## src/rtl/washer_processor_if.sv

```systemverilog
// Bus bundle between the washer sequencer core and its program memory / actuators.
// Optional PROCESSOR_HALT_EN adds the halted status line.
interface washer_processor_if;
  logic        ena;
  logic [31:0] instr;
  logic [7:0]  pc;
  logic        ctrl_fill;
  logic        ctrl_release;
  logic        ctrl_forward;
  logic        ctrl_reverse;
`ifdef PROCESSOR_HALT_EN
  logic        halted;

  modport master (
    input  ena, instr,
    output pc, ctrl_fill, ctrl_release, ctrl_forward, ctrl_reverse, halted
  );
  modport slave (
    output ena, instr,
    input  pc, ctrl_fill, ctrl_release, ctrl_forward, ctrl_reverse, halted
  );
`else
  modport master (
    input  ena, instr,
    output pc, ctrl_fill, ctrl_release, ctrl_forward, ctrl_reverse
  );
  modport slave (
    output ena, instr,
    input  pc, ctrl_fill, ctrl_release, ctrl_forward, ctrl_reverse
  );
`endif
endinterface

```

## src/rtl/washer_processor.sv

```systemverilog
// Washing-machine sequencer core: timed actuator ops plus register loops.
// Optional PROCESSOR_HALT_EN makes opcode FF a permanent halt.
//
// state | meaning
// FETCH | decode instr at pc; untimed ops complete here in one cycle
// EXEC  | timed op running; counter counts down to 1, then pc+1
module washer_processor #(
  parameter int NUM_REGS = 4
) (
  input logic               clk,
  input logic               rst,
  washer_processor_if.master bus
);
  localparam int IW = (NUM_REGS > 1) ? $clog2(NUM_REGS) : 1;

  typedef enum logic {FETCH = 1'b0, EXEC = 1'b1} state_t;

  state_t      state_q, state_d;
  logic [7:0]  pc_q, pc_d;
  logic [7:0]  op_q, op_d;
  logic [15:0] cnt_q, cnt_d;
  logic [15:0] regs_q [NUM_REGS];
  logic        reg_we;
  logic [15:0] reg_wdata;
  logic        run;

  logic [7:0]    op, rsel;
  logic [15:0]   imm;
  logic          rsel_ok;
  logic [IW-1:0] ridx;
  logic [15:0]   rdata;

  assign op      = bus.instr[7:0];
  assign rsel    = bus.instr[15:8];
  assign imm     = bus.instr[31:16];
  assign rsel_ok = 32'(rsel) < NUM_REGS;
  assign ridx    = rsel[IW-1:0];
  // Out-of-range register indices read as zero so they never alias real registers.
  assign rdata   = rsel_ok ? regs_q[ridx] : 16'h0000;

`ifdef PROCESSOR_HALT_EN
  logic halted_q, halt_d;
  assign run        = bus.ena & ~halted_q;
  assign bus.halted = halted_q;
`else
  assign run = bus.ena;
`endif

  always_ff @(posedge clk or posedge rst) begin
    if (rst) begin
      state_q <= FETCH;
      pc_q    <= 8'h00;
      op_q    <= 8'h00;
      cnt_q   <= 16'h0000;
`ifdef PROCESSOR_HALT_EN
      halted_q <= 1'b0;
`endif
    end else if (run) begin
      state_q <= state_d;
      pc_q    <= pc_d;
      op_q    <= op_d;
      cnt_q   <= cnt_d;
`ifdef PROCESSOR_HALT_EN
      halted_q <= halt_d;
`endif
    end
  end

  always_ff @(posedge clk or posedge rst) begin
    if (rst) begin
      for (int i = 0; i < NUM_REGS; i++) regs_q[i] <= 16'h0000;
    end else if (run && reg_we) begin
      regs_q[ridx] <= reg_wdata;
    end
  end

  always_comb begin
    state_d   = state_q;
    pc_d      = pc_q;
    op_d      = op_q;
    cnt_d     = cnt_q;
    reg_we    = 1'b0;
    reg_wdata = rdata;
`ifdef PROCESSOR_HALT_EN
    halt_d    = halted_q;
`endif
    case (state_q)
      FETCH: begin
        case (op)
          8'h01, 8'h02, 8'h03, 8'h04, 8'h05: begin
            if (imm != 16'h0000) begin
              op_d    = op;
              cnt_d   = imm;
              state_d = EXEC;
            end else begin
              pc_d = pc_q + 8'd1;
            end
          end
          8'h11: begin
            reg_we    = rsel_ok;
            reg_wdata = imm;
            pc_d      = pc_q + 8'd1;
          end
          8'h12: begin
            reg_we    = rsel_ok;
            reg_wdata = rdata - 16'd1;
            pc_d      = pc_q + 8'd1;
          end
          8'h21: pc_d = (rdata == 16'h0000) ? imm[7:0] : pc_q + 8'd1;
          8'h22: pc_d = (rdata != 16'h0000) ? imm[7:0] : pc_q + 8'd1;
`ifdef PROCESSOR_HALT_EN
          8'hFF: halt_d = 1'b1;
`endif
          default: pc_d = pc_q + 8'd1;
        endcase
      end
      EXEC: begin
        if (cnt_q == 16'd1) begin
          cnt_d   = 16'h0000;
          pc_d    = pc_q + 8'd1;
          state_d = FETCH;
        end else begin
          cnt_d = cnt_q - 16'd1;
        end
      end
      default: state_d = FETCH;
    endcase
  end

  // Gated by run so a pause drops the actuators in the same cycle.
  always_comb begin
    bus.ctrl_fill    = 1'b0;
    bus.ctrl_release = 1'b0;
    bus.ctrl_forward = 1'b0;
    bus.ctrl_reverse = 1'b0;
    if (state_q == EXEC && run) begin
      case (op_q)
        8'h02:   bus.ctrl_fill    = 1'b1;
        8'h03:   bus.ctrl_release = 1'b1;
        8'h04:   bus.ctrl_forward = 1'b1;
        8'h05:   bus.ctrl_reverse = 1'b1;
        default: ;
      endcase
    end
  end

  assign bus.pc = pc_q;
endmodule

```

## src/flat_wrapper.sv

```systemverilog
// flat-port wrapper written by rule: the top's interface ports become plain ports
module washer_processor_flat 
#(
  parameter int NUM_REGS = 4
)
  (clk, rst, bus_ena, bus_instr, bus_pc, bus_ctrl_fill, bus_ctrl_release, bus_ctrl_forward, bus_ctrl_reverse);
  washer_processor_if bus_i ();
  input logic clk;
  input logic rst;
  input wire logic [$bits(bus_i.ena)-1:0] bus_ena;
  input wire logic [$bits(bus_i.instr)-1:0] bus_instr;
  output wire logic [$bits(bus_i.pc)-1:0] bus_pc;
  output wire logic [$bits(bus_i.ctrl_fill)-1:0] bus_ctrl_fill;
  output wire logic [$bits(bus_i.ctrl_release)-1:0] bus_ctrl_release;
  output wire logic [$bits(bus_i.ctrl_forward)-1:0] bus_ctrl_forward;
  output wire logic [$bits(bus_i.ctrl_reverse)-1:0] bus_ctrl_reverse;
  assign bus_i.ena = bus_ena;
  assign bus_i.instr = bus_instr;
  assign bus_pc = bus_i.pc;
  assign bus_ctrl_fill = bus_i.ctrl_fill;
  assign bus_ctrl_release = bus_i.ctrl_release;
  assign bus_ctrl_forward = bus_i.ctrl_forward;
  assign bus_ctrl_reverse = bus_i.ctrl_reverse;
  washer_processor #(.NUM_REGS(NUM_REGS)) u_core (.clk(clk), .rst(rst), .bus(bus_i));
endmodule
```

## config.mk

```make
export PLATFORM = sky130hd
export DESIGN_NAME = washer_processor_flat
export DESIGN_NICKNAME = d
export VERILOG_FILES = /design/src/rtl/washer_processor_if.sv /design/src/rtl/washer_processor.sv /design/src/flat_wrapper.sv
export SDC_FILE = /design/constraint.sdc
export NUM_CORES = 1
export LEC_CHECK = 0
export ABC_AREA = 1
export CORE_ASPECT_RATIO = 1.25
export CORE_MARGIN = 4
export CORE_UTILIZATION = 59
export CTS_CLUSTER_DIAMETER = 50
export DETAILED_ROUTE_END_ITERATION = 12
export GPL_TIMING_DRIVEN = 0
export PLACE_DENSITY_LB_ADDON = 0.15
export SLEW_MARGIN = 20
export SYNTH_ARGS = -nofsm -noshare
export SYNTH_HDL_FRONTEND = slang
export SYNTH_SLANG_ARGS = --single-unit
```

## constraint.sdc

```tcl
create_clock -name clk -period 3.64 [get_ports clk]
set_input_delay 0.364 -clock clk [delete_from_list [all_inputs] [get_ports clk]]
set_output_delay 0.364 -clock clk [all_outputs]
set_load 0.05 [all_outputs]
```

==> results.json, run 1 <==
{
  "routabilityCongestion": 0.9120,
  "reg2reg_slack_ps": 1330,
  "vias_per_cell": 5.459,
  "finalSetupViolCount": 0,
  "drive_gt1_frac": 0.05515,
  "cp_max_fo": 2,
  "cts_tree": "built",
  "timing.fmax_mhz": 342.1,
  "critPathArrivalTime_ps": 2560,
  "placementRows": 41,
  "die_h_um": 121.0,
  "yosys_most_used_dff": "dfrtp_1",
  "post-cts-setup-buffers": 0,
  "wl_per_cell_um": 15.00,
  "ctsResizeCount": 0,
  "period_share": 0.8030,
  "p_leak_nw": 3.733,
  "antenna_found_initial": 0,
  "finalClockSkew_ps": 11.41,
  "die_area_um2": 11900,
  "power_w": 0.003213,
  "p_per_area_nw_per_um2": 462.5,
  "hold_viol": 0,
  "drv_cap": 0,
  "drc": 0,
  "endpoint_kind": "primary output",
  "grt_max_degree": 69,
  "clk_path_buf_depth": 2,
  "hold_buffers": 0,
  "nNetsFinal": 998,
  "status": "completed",
  "slew_viol_final": 0,
  "ys_seq_area_frac": 0.4030,
  "layout_min_cycle_time_ps": 2923,
  "syn2layout_area_growth_pct": 15.33,
  "dr.pass1.iters": 5,
  "root_buffer": "clkbuf_16",
  "synth_seq_cells": 97,
  "wl_um": 16350,
  "setup_slack_ps": 717.1,
  "maxSlewHeadroom": 0.5457,
  "yosys_warnings": 0,
  "synth.avg_cell_area_um2": 6.685,
  "die_width_um": 98.37,
  "io_buffers": 46,
  "worstSetupStartpointType": "flip-flop",
  "grtUsageTotal": 0.2843,
  "syn_nets": 940,
  "gr-total-overflow": 0,
  "ios": 47,
  "rsz0062_at_grt": "false",
  "syn_inst": 901,
  "preCtsSetupSlack_ps": 668.8,
  "ctsHtreeMaxLevel": 3,
  "num_vias": 5950,
  "clock_sinks": 97,
  "antenna_left": 0,
  "critical_path_required_ps": 3280,
  "clk_latency_ps": 350,
  "cts_buffers": 9,
  "async_flop_share": 1.000,
  "core_area_um2": 10050,
  "worstSetupPathType": "reg2out",
  "clkTransAtPathRegs_ps": 60,
  "detail_route.iter0.violations": 378,
  "worst_slew_pin_slew_ps": 681.4,
  "hold_path.class": "in2async",
  "fin_util": 0.6909,
  "detailed_place_hpwl_um": 12080,
  "synth_area_um2": 6023,
  "grt_pass1_vias": 5736,
  "synth_edf_count": 0,
  "start_util": 0.5991,
  "synthDistinctLibCells": 41,
  "grt_pass1_wl_um": 27000,
  "antenna_cells": 0,
  "ir_worst_vdd_uv": 245.2
}
==> power breakdown <==
group	internal [W]	switching, W	total, W
Clock	0.000491	0.000409	0.000900
Sequential	0.00121	0.000118	0.00133
Combinational	0.000352	0.000632	0.000984
Total	0.00205	0.00116	0.00321
==> cells by family after synthesis <==
family                   after synthesis  synth area share
AND/OR/NAND/NOR                      541            0.3743
adder cells (fa/ha/maj)                4          0.008309
AO/OA/AOI/OAI                        115            0.1062
buffers and inverters                128           0.08496
flip-flops                            97            0.4030
XOR/XNOR                              16           0.02326
==> flip-flops by register name (all words and copies together), names as in the netlist <==
signal,flops
u_core.bus.pc,8
u_core.state_q,1
u_core.op_q,8
u_core.cnt_q,16
u_core.regs_q,64
==> placed cells by master (no fill, tap or decap), types with 7 or more instances in the layout <==
| cell | n |
|---|---|
| a21oi_1 | 16 |
| a22oi_1 | 8 |
| buf_2 | 7 |
| clkbuf_1 | 12 |
| clkbuf_16 | 9 |
| clkdlybuf4s50_1 | 46 |
| dfrtp_1 | 97 |
| inv_1 | 98 |
| nand2_1 | 376 |
| nand3_1 | 39 |
| nand4_1 | 11 |
| nor2_1 | 74 |
| nor3_1 | 12 |
| o21ai_0 | 53 |
| o21ai_1 | 22 |
| xor2_1 | 11 |
==> cell usage after synthesis, types with 2 or more instances <==
cell,n,share of area
a21oi_1,16,0.013
a22oi_1,8,0.010
a31oi_1,2,0.0021
a32oi_1,2,0.0029
buf_2,7,0.0058
buf_4,2,0.0025
buf_6,2,0.0037
clkbuf_1,12,0.0075
clkinv_1,2,0.0012
dfrtp_1,97,0.40
ha_1,4,0.0083
inv_1,99,0.062
inv_2,4,0.0025
nand2_1,376,0.23
nand2_2,5,0.0052
nand3_1,39,0.032
nand3_2,4,0.0066
nand3b_1,4,0.0050
nand4_1,11,0.011
nor2_1,74,0.046
nor2_2,5,0.0052
nor2_4,2,0.0037
nor3_1,12,0.010
nor4_1,3,0.0031
o21ai_0,53,0.044
o21ai_1,22,0.018
o21ai_2,3,0.0044
o221ai_1,2,0.0029
o22ai_1,3,0.0031
xnor2_1,5,0.0073
xor2_1,11,0.016
==> area by class of cell <==
cell class              count  area (um^2)
plain buffers              23        117.6
clock buffers              11        252.7
clock inverters             2        16.27
fillers                   897         3108
inverters                 105        399.1
multi-input cells         676         3084
flip-flops and latches     97         2427
well taps                 129        161.4
repair buffers             47        488.0
==> path summary, 6_finish.rpt <==
kind | startpoint | endpoint | cells after the start
max | u_core.op_q[5] | bus_ctrl_reverse | 4
max in group asynchronous | rst | u_core.regs_q[18] | 3
min in group clk | u_core.op_q[6] | u_core.op_q[6] | 2
min reg2reg | u_core.op_q[6] | u_core.op_q[6] | 2
max reg2reg | u_core.cnt_q[2] | u_core.bus.pc[2] | 10
min | rst | u_core.op_q[1] | 2
==> worst max-delay path: stages, from the launching register on <==
cell             delay [ps]
dfrtp_1                 380
nor4_1                  540
nand4_1                 240
nor3_1                  220
clkdlybuf4s50_1         840
==> per-layer routing <==
layer  vias to the layer above  track usage  share of wire
li1                       2952            -              -
met1                      2736       0.3507           0.40
met2                       222       0.4983           0.50
met3                        40      0.03968          0.065
met4                         0       0.1178          0.031
met5                         -            0              0
==> per-stage QoR <==
step | hold slack (ps) | cell area (um^2) | TNS [ps] | cells
2_1_floorplan | 436.1 | 6023 | 0 | 901
3_3_place_gp | 451.3 | 6645 | -81270 | 1076
3_5_place_dp | 456.6 | 6678 | 0 | 1077
4_1_cts | 380.6 | 6947 | 0 | 1090
5_1_grt | 415.9 | 6947 | 0 | 1090
6_report | 371.6 | 6947 | 0 | 1090
Note: power is estimated with default switching activity, not from simulation.
==> run 2, diff against run 1 <==
Settings changed: CORE_UTILIZATION 59 to 53.
Clock period 3.64 ns to 2.5 ns, I/O delays scaled along.
==> run 2 against run 1 <==
  * Die area grew 10%
  * Clock-buffer cell count grew 1
  * Register-to-register slack lost 1000 ps
  * Clock skew shrank 5.5 ps
  * Combinational power rose by 45%
  * Non-clock buffer count increased by 3
  * First-iteration DRC count shrank 15%
  * Sequential share of layout area shrank 0.43 points
  * Flip-flop and latch count stayed put
  * Largest cell class unchanged
  * Largest power group unchanged
  * Highest routed layer unchanged
==> results.json, run 2 (synthesized netlist as in run 1, its figures left out) <==
{
  "status": "completed",
  "grt_pass1_wl_um": 27090,
  "detailed_place_hpwl_um": 12450,
  "seqPwrFrac": 0.415,
  "worstSetupStartpointType": "input pin",
  "hold_path.class": "in2async",
  "clock_sinks": 97,
  "finalClockSkew_ps": 5.942,
  "critPathSlowestCell": "clkdlybuf4s50_1",
  "comb_power_share": 0.307,
  "worstSetupPathType": "in2reg",
  "grt_max_degree": 34,
  "cp_max_fo": 10,
  "cpMostUsedCell": "nand2_1",
  "routabilityCongestion": 0.9185,
  "placementRows": 43,
  "timing.fmax_mhz": 426.9,
  "antenna_left": 0,
  "detail_route.iter0.violations": 320,
  "switching_share": 0.3625,
  "die_width_um": 103.4,
  "antenna_found_initial": 0,
  "path_cells": "clkdlybuf4s50_1 -> nor2_1 -> nand2_1 -> nor3_4 -> buf_2 -> nand3_2 -> nor2_2 -> inv_2 -> buf_2 -> nand2_1 -> nand2_1",
  "fillers": 1066,
  "rsz0062_at_grt": "false",
  "nNetsFinal": 1001,
  "dr.pass1.iters": 4,
  "p_per_area_nw_per_um2": 660.0,
  "slew_viol_final": 0,
  "top_register": "u_core.regs_q",
  "antenna_cells": 0,
  "core_area_um2": 11080,
  "num_vias": 5793,
  "cts_tree": "built",
  "wl_per_cell_um": 14.93,
  "io_buffers": 46,
  "fin_util": 0.6346,
  "layout_min_cycle_time_ps": 2342,
  "clk_latency_ps": 340,
  "wl_um": 16460,
  "intPower_w": 0.002959,
  "vias_per_cell": 5.257,
  "top_regs": "u_core.regs_q x64, u_core.cnt_q x16",
  "setup_slack_ps": 157.6,
  "drc": 0,
  "drv_cap": 0,
  "drive_gt1_frac": 0.06825,
  "critical_path_required_ps": 2740,
  "switchingPower_w": 0.001683,
  "finalSetupViolCount": 0,
  "preCtsSetupSlack_ps": -416.4,
  "hold_buffers": 0,
  "ir_worst_vdd_uv": 321.3,
  "final_cell_mix": "nand2_1, inv_1, dfrtp_1, nor2_1, o21ai_0",
  "grtUsageTotal": 0.2625,
  "root_buffer": "clkbuf_16",
  "gr-total-overflow": 0,
  "grt_pass1_vias": 5709,
  "clk_path_buf_depth": 2,
  "clkTransAtPathRegs_ps": 70,
  "largest_reg_flops": 64,
  "hold_viol": 0,
  "period_share": 0.9370,
  "syn2layout_area_growth_pct": 16.76,
  "ios": 47,
  "slowest_delay_ps": 400,
  "die_area_um2": 13150,
  "maxSlewHeadroom": 0.5568,
  "critPathArrivalTime_ps": 2580,
  "layout_commonest_cell": "nand2_1",
  "start_util": 0.5435,
  "worst_slew_pin_slew_ps": 662.3,
  "ctsHtreeMaxLevel": 3,
  "cts_buffers": 9,
  "endpoint_kind": "flip-flop",
  "clkPwrFrac": 0.278,
  "p_leak_nw": 3.787,
  "power_w": 0.004642,
  "die_h_um": 127.2
}
run 2: cell types whose count changed in the layout (fill, tap and decap cells not counted), sizes merged:
cell,previous run,this run
clkdlybuf4s50,46,42
dlygate4sd2,0,4
buf,12,15
clkbuf,23,24
clkinvlp,1,2
inv,103,104
run 2: cell type report:
type	instances	area (um^2)	share of cell area
clock inverters	4	27.53	0.003914
inverters	105	401.6	0.05711
plain buffers	23	123.9	0.01761
flip-flops and latches	97	2427	0.3451
clock buffers	12	236.5	0.03362
multi-input cells	676	3117	0.4432
well taps	135	168.9	0.02402
repair buffers	50	530.5	0.07543
run 2: power groups by stage:
| stage | combinational [W] | clock (W) | sequential (W) |
|---|---|---|---|
| after detailed placement | 0.00142 | 0 | 0.00196 |
| after global placement | 0.00139 | 0 | 0.00195 |
| after floorplan | 0.000847 | 0 | 0.00211 |
| final | 0.00143 | 0.00129 | 0.00193 |
| after global routing | 0.00161 | 0.00139 | 0.00196 |
| after CTS | 0.00143 | 0.00131 | 0.00193 |
run 2: routing by layer:
layer | share of wire | track usage | up-vias | wire length (um)
met3 | 0.050 | 0.04369 | 38 | 818
met2 | 0.50 | 0.4396 | 147 | 8182
met5 | 0 | 0 | - | 0
met1 | 0.43 | 0.3373 | 2649 | 7006
li1 | - | - | 2959 | -
met4 | 0.027 | 0.09604 | 0 | 450
run 2: path summary, 6_finish.rpt:
path | cells after the start | slack (ps) | end | start
max reg2reg | 7 | 310 | u_core.regs_q[32] | u_core.state_q
min | 2 | 250 | u_core.op_q[5] | rst
min in group clk | 2 | 470 | u_core.op_q[6] | u_core.op_q[6]
min reg2reg | 2 | 470 | u_core.op_q[6] | u_core.op_q[6]
max | 11 | 160 | u_core.regs_q[3] | bus_instr[15]
max in group asynchronous | 4 | 1570 | u_core.cnt_q[4] | rst
run 2: timing repair:
item,CTS,global route
gates resized for setup,6,13
setup endpoints to repair,24,68
pin swaps,0,2
buffers inserted,0,1
run 2: worst max-delay path: cells and delay by family:
kind	cells	cell delay [ps]
buf+inv	4	1120
simple gates	7	1170
run 2: through the flow:
step	hold WS [ps]	TNS [ps]	cell area [um^2]	std cells
CTS	249.4	0	6990	1101
global placement	449.7	-16620	6656	1082
finish	252.5	0	7033	1102
global route	272.7	0	7033	1102
floorplan	371.0	0	6027	901
detailed placement	461.2	-18880	6724	1085
